[src/rtl/data_mem_responder_if.sv]
// Request/response bus between the CPU datapath (master) and the data-memory responder (slave).
interface data_mem_responder_if #(
   parameter int unsigned ADDR_W = 6
);
   logic              req_valid;
   logic              req_ready;
   logic              req_we;
   logic [ADDR_W-1:0] req_addr;
   logic [31:0]       req_wdata;
   logic              resp_valid;
   logic [31:0]       resp_rdata;
   logic              resp_err;

   modport master (
      output req_valid, req_we, req_addr, req_wdata,
      input  req_ready, resp_valid, resp_rdata, resp_err
   );

   modport slave (
      input  req_valid, req_we, req_addr, req_wdata,
      output req_ready, resp_valid, resp_rdata, resp_err
   );
endinterface

[src/rtl/data_mem_responder.sv]
// Big-endian byte-addressed data memory with a valid/ready request port and a
// one-cycle response strobe after WAIT_CYCLES wait states.
// Optional feature macro: ALIGN_CHECK_EN (misaligned word accesses flag resp_err
// and are not performed).
module data_mem_responder #(
   parameter int unsigned ADDR_W      = 6,
   parameter int unsigned WAIT_CYCLES = 2
) (
   input  logic                 clk,
   input  logic                 reset,
   data_mem_responder_if.slave  bus
);

   localparam int unsigned DEPTH = 2 ** ADDR_W;
   localparam int unsigned CNT_W = 4;

   typedef enum logic [1:0] {
      ST_IDLE = 2'd0,
      ST_WAIT = 2'd1,
      ST_RESP = 2'd2
   } state_t;

   state_t              r_state;
   state_t              w_next_state;
   logic [CNT_W-1:0]    r_cnt;
   logic                r_we;
   logic [ADDR_W-1:0]   r_addr;
   logic [31:0]         r_wdata;
   logic                r_req_ready;
   logic                r_resp_valid;
   logic [31:0]         r_resp_rdata;
   logic                r_resp_err;
   logic [7:0]          r_mem [DEPTH];

   logic                w_accept;
   logic                w_cmd_we;
   logic [ADDR_W-1:0]   w_cmd_addr;
   logic [31:0]         w_cmd_wdata;
   logic [ADDR_W-1:0]   w_baddr [4];
   logic                w_misaligned;
   logic                w_commit;
   logic                w_wr_en;
   logic [31:0]         w_rd_word;

   assign w_accept = bus.req_valid & (r_state == ST_IDLE);

   // With zero wait states the commit happens on the accept edge, so use the live request there.
   assign w_cmd_we    = (r_state == ST_IDLE) ? bus.req_we    : r_we;
   assign w_cmd_addr  = (r_state == ST_IDLE) ? bus.req_addr  : r_addr;
   assign w_cmd_wdata = (r_state == ST_IDLE) ? bus.req_wdata : r_wdata;

   // Byte lanes a..a+3 wrap modulo DEPTH.
   always_comb begin
      for (int k = 0; k < 4; k++) begin
         w_baddr[k] = w_cmd_addr + ADDR_W'(k);
      end
   end

`ifdef ALIGN_CHECK_EN
   assign w_misaligned = (w_cmd_addr[1:0] != 2'b00);
`else
   assign w_misaligned = 1'b0;
`endif

   assign w_rd_word = {r_mem[w_baddr[0]], r_mem[w_baddr[1]], r_mem[w_baddr[2]], r_mem[w_baddr[3]]};
   assign w_commit  = ~reset & (w_next_state == ST_RESP);
   assign w_wr_en   = w_commit & w_cmd_we & ~w_misaligned;

   // Next-state logic.
   always_comb begin
      w_next_state = r_state;
      case (r_state)
         ST_IDLE: begin
            if (bus.req_valid) begin
               w_next_state = (WAIT_CYCLES == 0) ? ST_RESP : ST_WAIT;
            end
         end
         ST_WAIT: begin
            if (r_cnt == CNT_W'(1)) begin
               w_next_state = ST_RESP;
            end
         end
         ST_RESP: w_next_state = ST_IDLE;
         default: w_next_state = ST_IDLE;
      endcase
   end

   // State, request latch, wait counter and registered outputs.
   always_ff @(posedge clk) begin
      if (reset) begin
         r_state      <= ST_IDLE;
         r_cnt        <= '0;
         r_we         <= 1'b0;
         r_addr       <= '0;
         r_wdata      <= '0;
         r_req_ready  <= 1'b1;
         r_resp_valid <= 1'b0;
         r_resp_rdata <= '0;
         r_resp_err   <= 1'b0;
      end else begin
         r_state      <= w_next_state;
         r_req_ready  <= (w_next_state == ST_IDLE);
         r_resp_valid <= (w_next_state == ST_RESP);
         if (w_accept) begin
            r_we    <= bus.req_we;
            r_addr  <= bus.req_addr;
            r_wdata <= bus.req_wdata;
            r_cnt   <= CNT_W'(WAIT_CYCLES);
         end else if (r_state == ST_WAIT) begin
            r_cnt <= r_cnt - CNT_W'(1);
         end
         if (w_commit) begin
            r_resp_rdata <= (w_cmd_we | w_misaligned) ? 32'h0 : w_rd_word;
            r_resp_err   <= w_misaligned;
         end
      end
   end

   // Byte array write on the edge entering RESP; contents survive reset.
   always_ff @(posedge clk) begin
      if (w_wr_en) begin
         r_mem[w_baddr[0]] <= w_cmd_wdata[31:24];
         r_mem[w_baddr[1]] <= w_cmd_wdata[23:16];
         r_mem[w_baddr[2]] <= w_cmd_wdata[15:8];
         r_mem[w_baddr[3]] <= w_cmd_wdata[7:0];
      end
   end

   assign bus.req_ready  = r_req_ready;
   assign bus.resp_valid = r_resp_valid;
   assign bus.resp_rdata = r_resp_rdata;
   assign bus.resp_err   = r_resp_err;

endmodule

[src/flat_wrapper.sv]
// flat-port wrapper written by rule: the top's interface ports become plain ports
module data_mem_responder_flat 
#(
   parameter int unsigned ADDR_W      = 6,
   parameter int unsigned WAIT_CYCLES = 2
)
  (clk, reset, bus_req_valid, bus_req_we, bus_req_addr, bus_req_wdata, bus_req_ready, bus_resp_valid, bus_resp_rdata, bus_resp_err);
  data_mem_responder_if #(.ADDR_W(ADDR_W)) bus_i ();
  input  logic clk;
  input  logic reset;
  input wire logic [$bits(bus_i.req_valid)-1:0] bus_req_valid;
  input wire logic [$bits(bus_i.req_we)-1:0] bus_req_we;
  input wire logic [$bits(bus_i.req_addr)-1:0] bus_req_addr;
  input wire logic [$bits(bus_i.req_wdata)-1:0] bus_req_wdata;
  output wire logic [$bits(bus_i.req_ready)-1:0] bus_req_ready;
  output wire logic [$bits(bus_i.resp_valid)-1:0] bus_resp_valid;
  output wire logic [$bits(bus_i.resp_rdata)-1:0] bus_resp_rdata;
  output wire logic [$bits(bus_i.resp_err)-1:0] bus_resp_err;
  assign bus_i.req_valid = bus_req_valid;
  assign bus_i.req_we = bus_req_we;
  assign bus_i.req_addr = bus_req_addr;
  assign bus_i.req_wdata = bus_req_wdata;
  assign bus_req_ready = bus_i.req_ready;
  assign bus_resp_valid = bus_i.resp_valid;
  assign bus_resp_rdata = bus_i.resp_rdata;
  assign bus_resp_err = bus_i.resp_err;
  data_mem_responder #(.ADDR_W(ADDR_W), .WAIT_CYCLES(WAIT_CYCLES)) u_core (.clk(clk), .reset(reset), .bus(bus_i));
endmodule
[config.mk]
export PLATFORM = sky130hd
export DESIGN_NAME = data_mem_responder_flat
export DESIGN_NICKNAME = d
export VERILOG_FILES = /design/src/rtl/data_mem_responder_if.sv /design/src/rtl/data_mem_responder.sv /design/src/flat_wrapper.sv
export SDC_FILE = /design/constraint.sdc
export NUM_CORES = 2
export LEC_CHECK = 0
export CAP_MARGIN = 20
export CORE_ASPECT_RATIO = 0.9
export CORE_MARGIN = 4
export CORE_UTILIZATION = 28
export DETAILED_ROUTE_END_ITERATION = 7
export PLACE_DENSITY_LB_ADDON = 0.2
export SLEW_MARGIN = 10
export SYNTH_ARGS = -nofsm -noshare
export SYNTH_HDL_FRONTEND = slang
export SYNTH_SLANG_ARGS = --single-unit
[constraint.sdc]
create_clock -name clk -period 8.4 [get_ports clk]
set_input_delay 1.26 -clock clk [delete_from_list [all_inputs] [get_ports clk]]
set_output_delay 1.26 -clock clk [all_outputs]
set_load 0.01 [all_outputs]
==> run summary <==
status: complete, but fails checks
failing checks: design-rule violations
yosys warns: 0
Critical Path AT: 6.96 ns
DP HPWL: 251000 um
fin. max-slew vios: 0
Post-Synthesis Cells: 6725
clock latency on the worst-skew pair: 0.77 ns
pre-CTS setup slack: 1.34 ns
Sum Neg Setup Slack: 0 ns
post-synthesis area per instance: 7.75 sq um
Post-DP Area: 0.0555 sq mm
Vias/cell: 6.81
Worst R2R End: u_core.r_mem[55][5]
initial antenna violation count: 33
residual DRC count: 19
critical path depth in cells: 11
Filler cells: 19300
drt first pass iters: 8
reg2reg start: u_core.r_state[0]
Initial Util: 28.3%
synthesized flop and latch total: 591
Clock transition at path regs: 0.06 ns
flop2flop setup slack: 2.24 ns
Max Cap Viol: 0
Via Count: 60800
top-count cell post-synth: nand2_1
Setup crit end kind: flop
Hold EP: u_core.r_wdata[9]
core area: 0.184 sq mm
worst hold slack: 0.455 ns
RSZ-0062 raised after global routing: no
total grt overflow: 0
final instance area: 0.0583 sq mm
Leak: 20.5 nW
number of global-route vias before repair: 51700
IO Port Bufs: 75
Netlist Area Pre-Place: 0.0521 sq mm
ANT nets after route: 0
Horiz. Die Dim: 463 um
Root Buffer: clkbuf_16
Tot GR Track Use: 36.2%
Hold/Removal Path Class: reg2reg
# Post-CTS Setup Buffers: 0
largest cells by area after synthesis: edfxtp_1 30%, nand2_1 14%, mux2i_1 8.3%
Max H-tree Level: 3
CTS tree: done
chip height: 417 um
drt initial violations: 11300
Tcrit/Tclk final: 78.0%
hold path start: u_core.r_wdata[9]
Post-synth EDFFs: 512
dominant synthesized flop cell: edfxtp_1
CTS max path bufs: 3
row count: 149
largest net degree at the start of global routing: 178
Syn-to-layout area delta: 11.8%
Setup-failing EPs final: 0
Slowest Stage Delay on Critical Path: 1.24 ns
nets: 6480
Async SR Flop Fraction: 0%
crit-path max FO: 69
synth unique cells: 84
measured slew at the worst slew-check pin: 1.33 ns
total CTS buffers: 77
Max Fclk: 0.153 GHz
Setup WS post-layout: 1.85 ns
total power: 10.7 mW
R2R depth: 11
Die ar.: 0.193 sq mm
Hold-fix buffers, CTS: 0
CTS Sinks: 591
PwrDens: 184 mW/mm^2
Period minus WS final: 6.55 ns
drt wl/cell: 41.1 um
CP max stage cell: nor2_1
Post-CTS Resized: 0
layout cells sized above 1: 9.17%
worst-path cell chain: clkdlybuf4s50_1 > or3b_1 > and2_4 > inv_8 > ha_4 > a21boi_0 > nor2_4 > nand3_1 > nor2_1 > nor3_1 > nand2_1
Req. time, crit path: 8.81 ns
Cells on Worst Hold Path: 2
WL final: 367000 um
most frequent cells after synthesis: 1988 x nand2_1, 621 x nor2_1, 512 x edfxtp_1, 461 x a31oi_1, 443 x o211ai_1
Worst Path Buf+Inv: 2
Worst Setup Path Type: in2reg
nature of the critical path startpoint: input pin
post-synthesis sequential area ratio: 32.5%
post-synth net total: 6773
I/O Pins: 77
Fin. Hold Viols: 0
cell type with the highest aggregate area in the netlist: edfxtp_1
maximum VDD drop: 0.000173 V
worst clock skew: 0.0468 ns
max_slew headroom: 10.7%
cell family with most CP delay: simple AND/OR/NAND/NOR gates
GPL Wtd Cong: 1.07
share of the synthesized area in the top cell type: 29.5%
first-pass GRT wire length: 483000 um
## worst max path at each step
| stage | startpoint | end | slack (ns) |
|---|---|---|---|
| after global routing | bus_req_addr[0] | u_core.r_mem[55][2] | 1.87 |
| after global placement | bus_req_addr[0] | u_core.r_mem[55][5] | 1.43 |
| after detailed placement | bus_req_addr[0] | u_core.r_mem[55][5] | 1.34 |
| final | bus_req_addr[0] | u_core.r_mem[55][5] | 1.85 |
| after CTS | bus_req_addr[0] | u_core.r_mem[55][0] | 2.14 |
| after floorplan | bus_req_addr[0] | u_core.r_mem[31][0] | 2.70 |
## worst reg2reg max path, stage by stage, from the launching register on
cell and delay (ns):
dfxtp_1 0.29, buf_4 0.21, o21ai_1 0.59, and2_4 0.80
inv_8 0.38, ha_4 0.32, a21boi_0 0.21, nor2_4 0.35
nand3_1 0.97, nor2_1 1.25, nor3_1 0.11, nand2_1 0.34
## flip-flops by register name, indices dropped and copies added, names as in the netlist
signal / count
u_core.r_addr: 6
u_core.r_wdata: 32
u_core.r_mem: 512
u_core.r_cnt: 4
u_core.r_we: 1
u_core.bus.req_ready: 1
u_core.r_state: 2
u_core.bus.resp_rdata: 32
u_core.bus.resp_valid: 1
## cells by family (layout without fill, tap and decap cells)
kind of cell / Yosys count / after routing / share of synthesized area (%)
compound gates: 1772 / 1772 / 24.2
other cells: 1 / 24 / 0.00720
xor+xnor: 17 / 17 / 0.329
buf+inv: 691 / 457 / 5.56
flops: 591 / 591 / 32.5
simple gates: 3112 / 3112 / 24.5
fa+ha+maj: 6 / 6 / 0.144
mux: 535 / 535 / 12.7
## routing by layer
layer  track usage, %  vias to the layer above  share of wire [%]
met5                0                        -              0.056
met4             21.8                       24                7.1
met3             12.3                     1105                 14
met2             49.5                     5349                 39
met1             48.8                    29800                 39
li1                 -                    24500                  -
## placed cells by master (no fill, tap or decap), types with 99 or more instances in the layout
master / Yosys / final
nand2_1: 1988 / 1958
edfxtp_1: 512 / 512
o211ai_1: 443 / 443
nor2_1: 621 / 607
mux4_2: 99 / 99
a31oi_1: 461 / 460
a211oi_1: 158 / 156
buf_4: 24 / 216
mux2i_1: 430 / 409
a21oi_1: 200 / 200
nand3_1: 218 / 217
## area by class of cell
cell class	count	area [sq um]	area share [%]
multi-input combinational	5443	33000	56.7
sequential	591	17000	29.1
tap	2416	3020	5.19
timing repair buffer	305	2600	4.46
clock buffer	97	2070	3.56
clock inverter	41	474	0.814
inverter	14	67.6	0.116
antenna	23	57.6	0.0988
## power by group
| group | internal (mW) | switching [mW] | leakage (nW) |
|---|---|---|---|
| clock | 2.03 | 1.54 | 1.23 |
| sequential | 3.24 | 0.0203 | 5.27 |
| combinational | 1.03 | 2.88 | 14.0 |
## through the flow
stage,util (%),cells
floorplan,-,6725
global placement,30.1,8757
detailed placement,30.2,8762
CTS,31.5,8900
global route,31.6,8907
finish,31.6,8930
(Power assumes the default switching activity.)
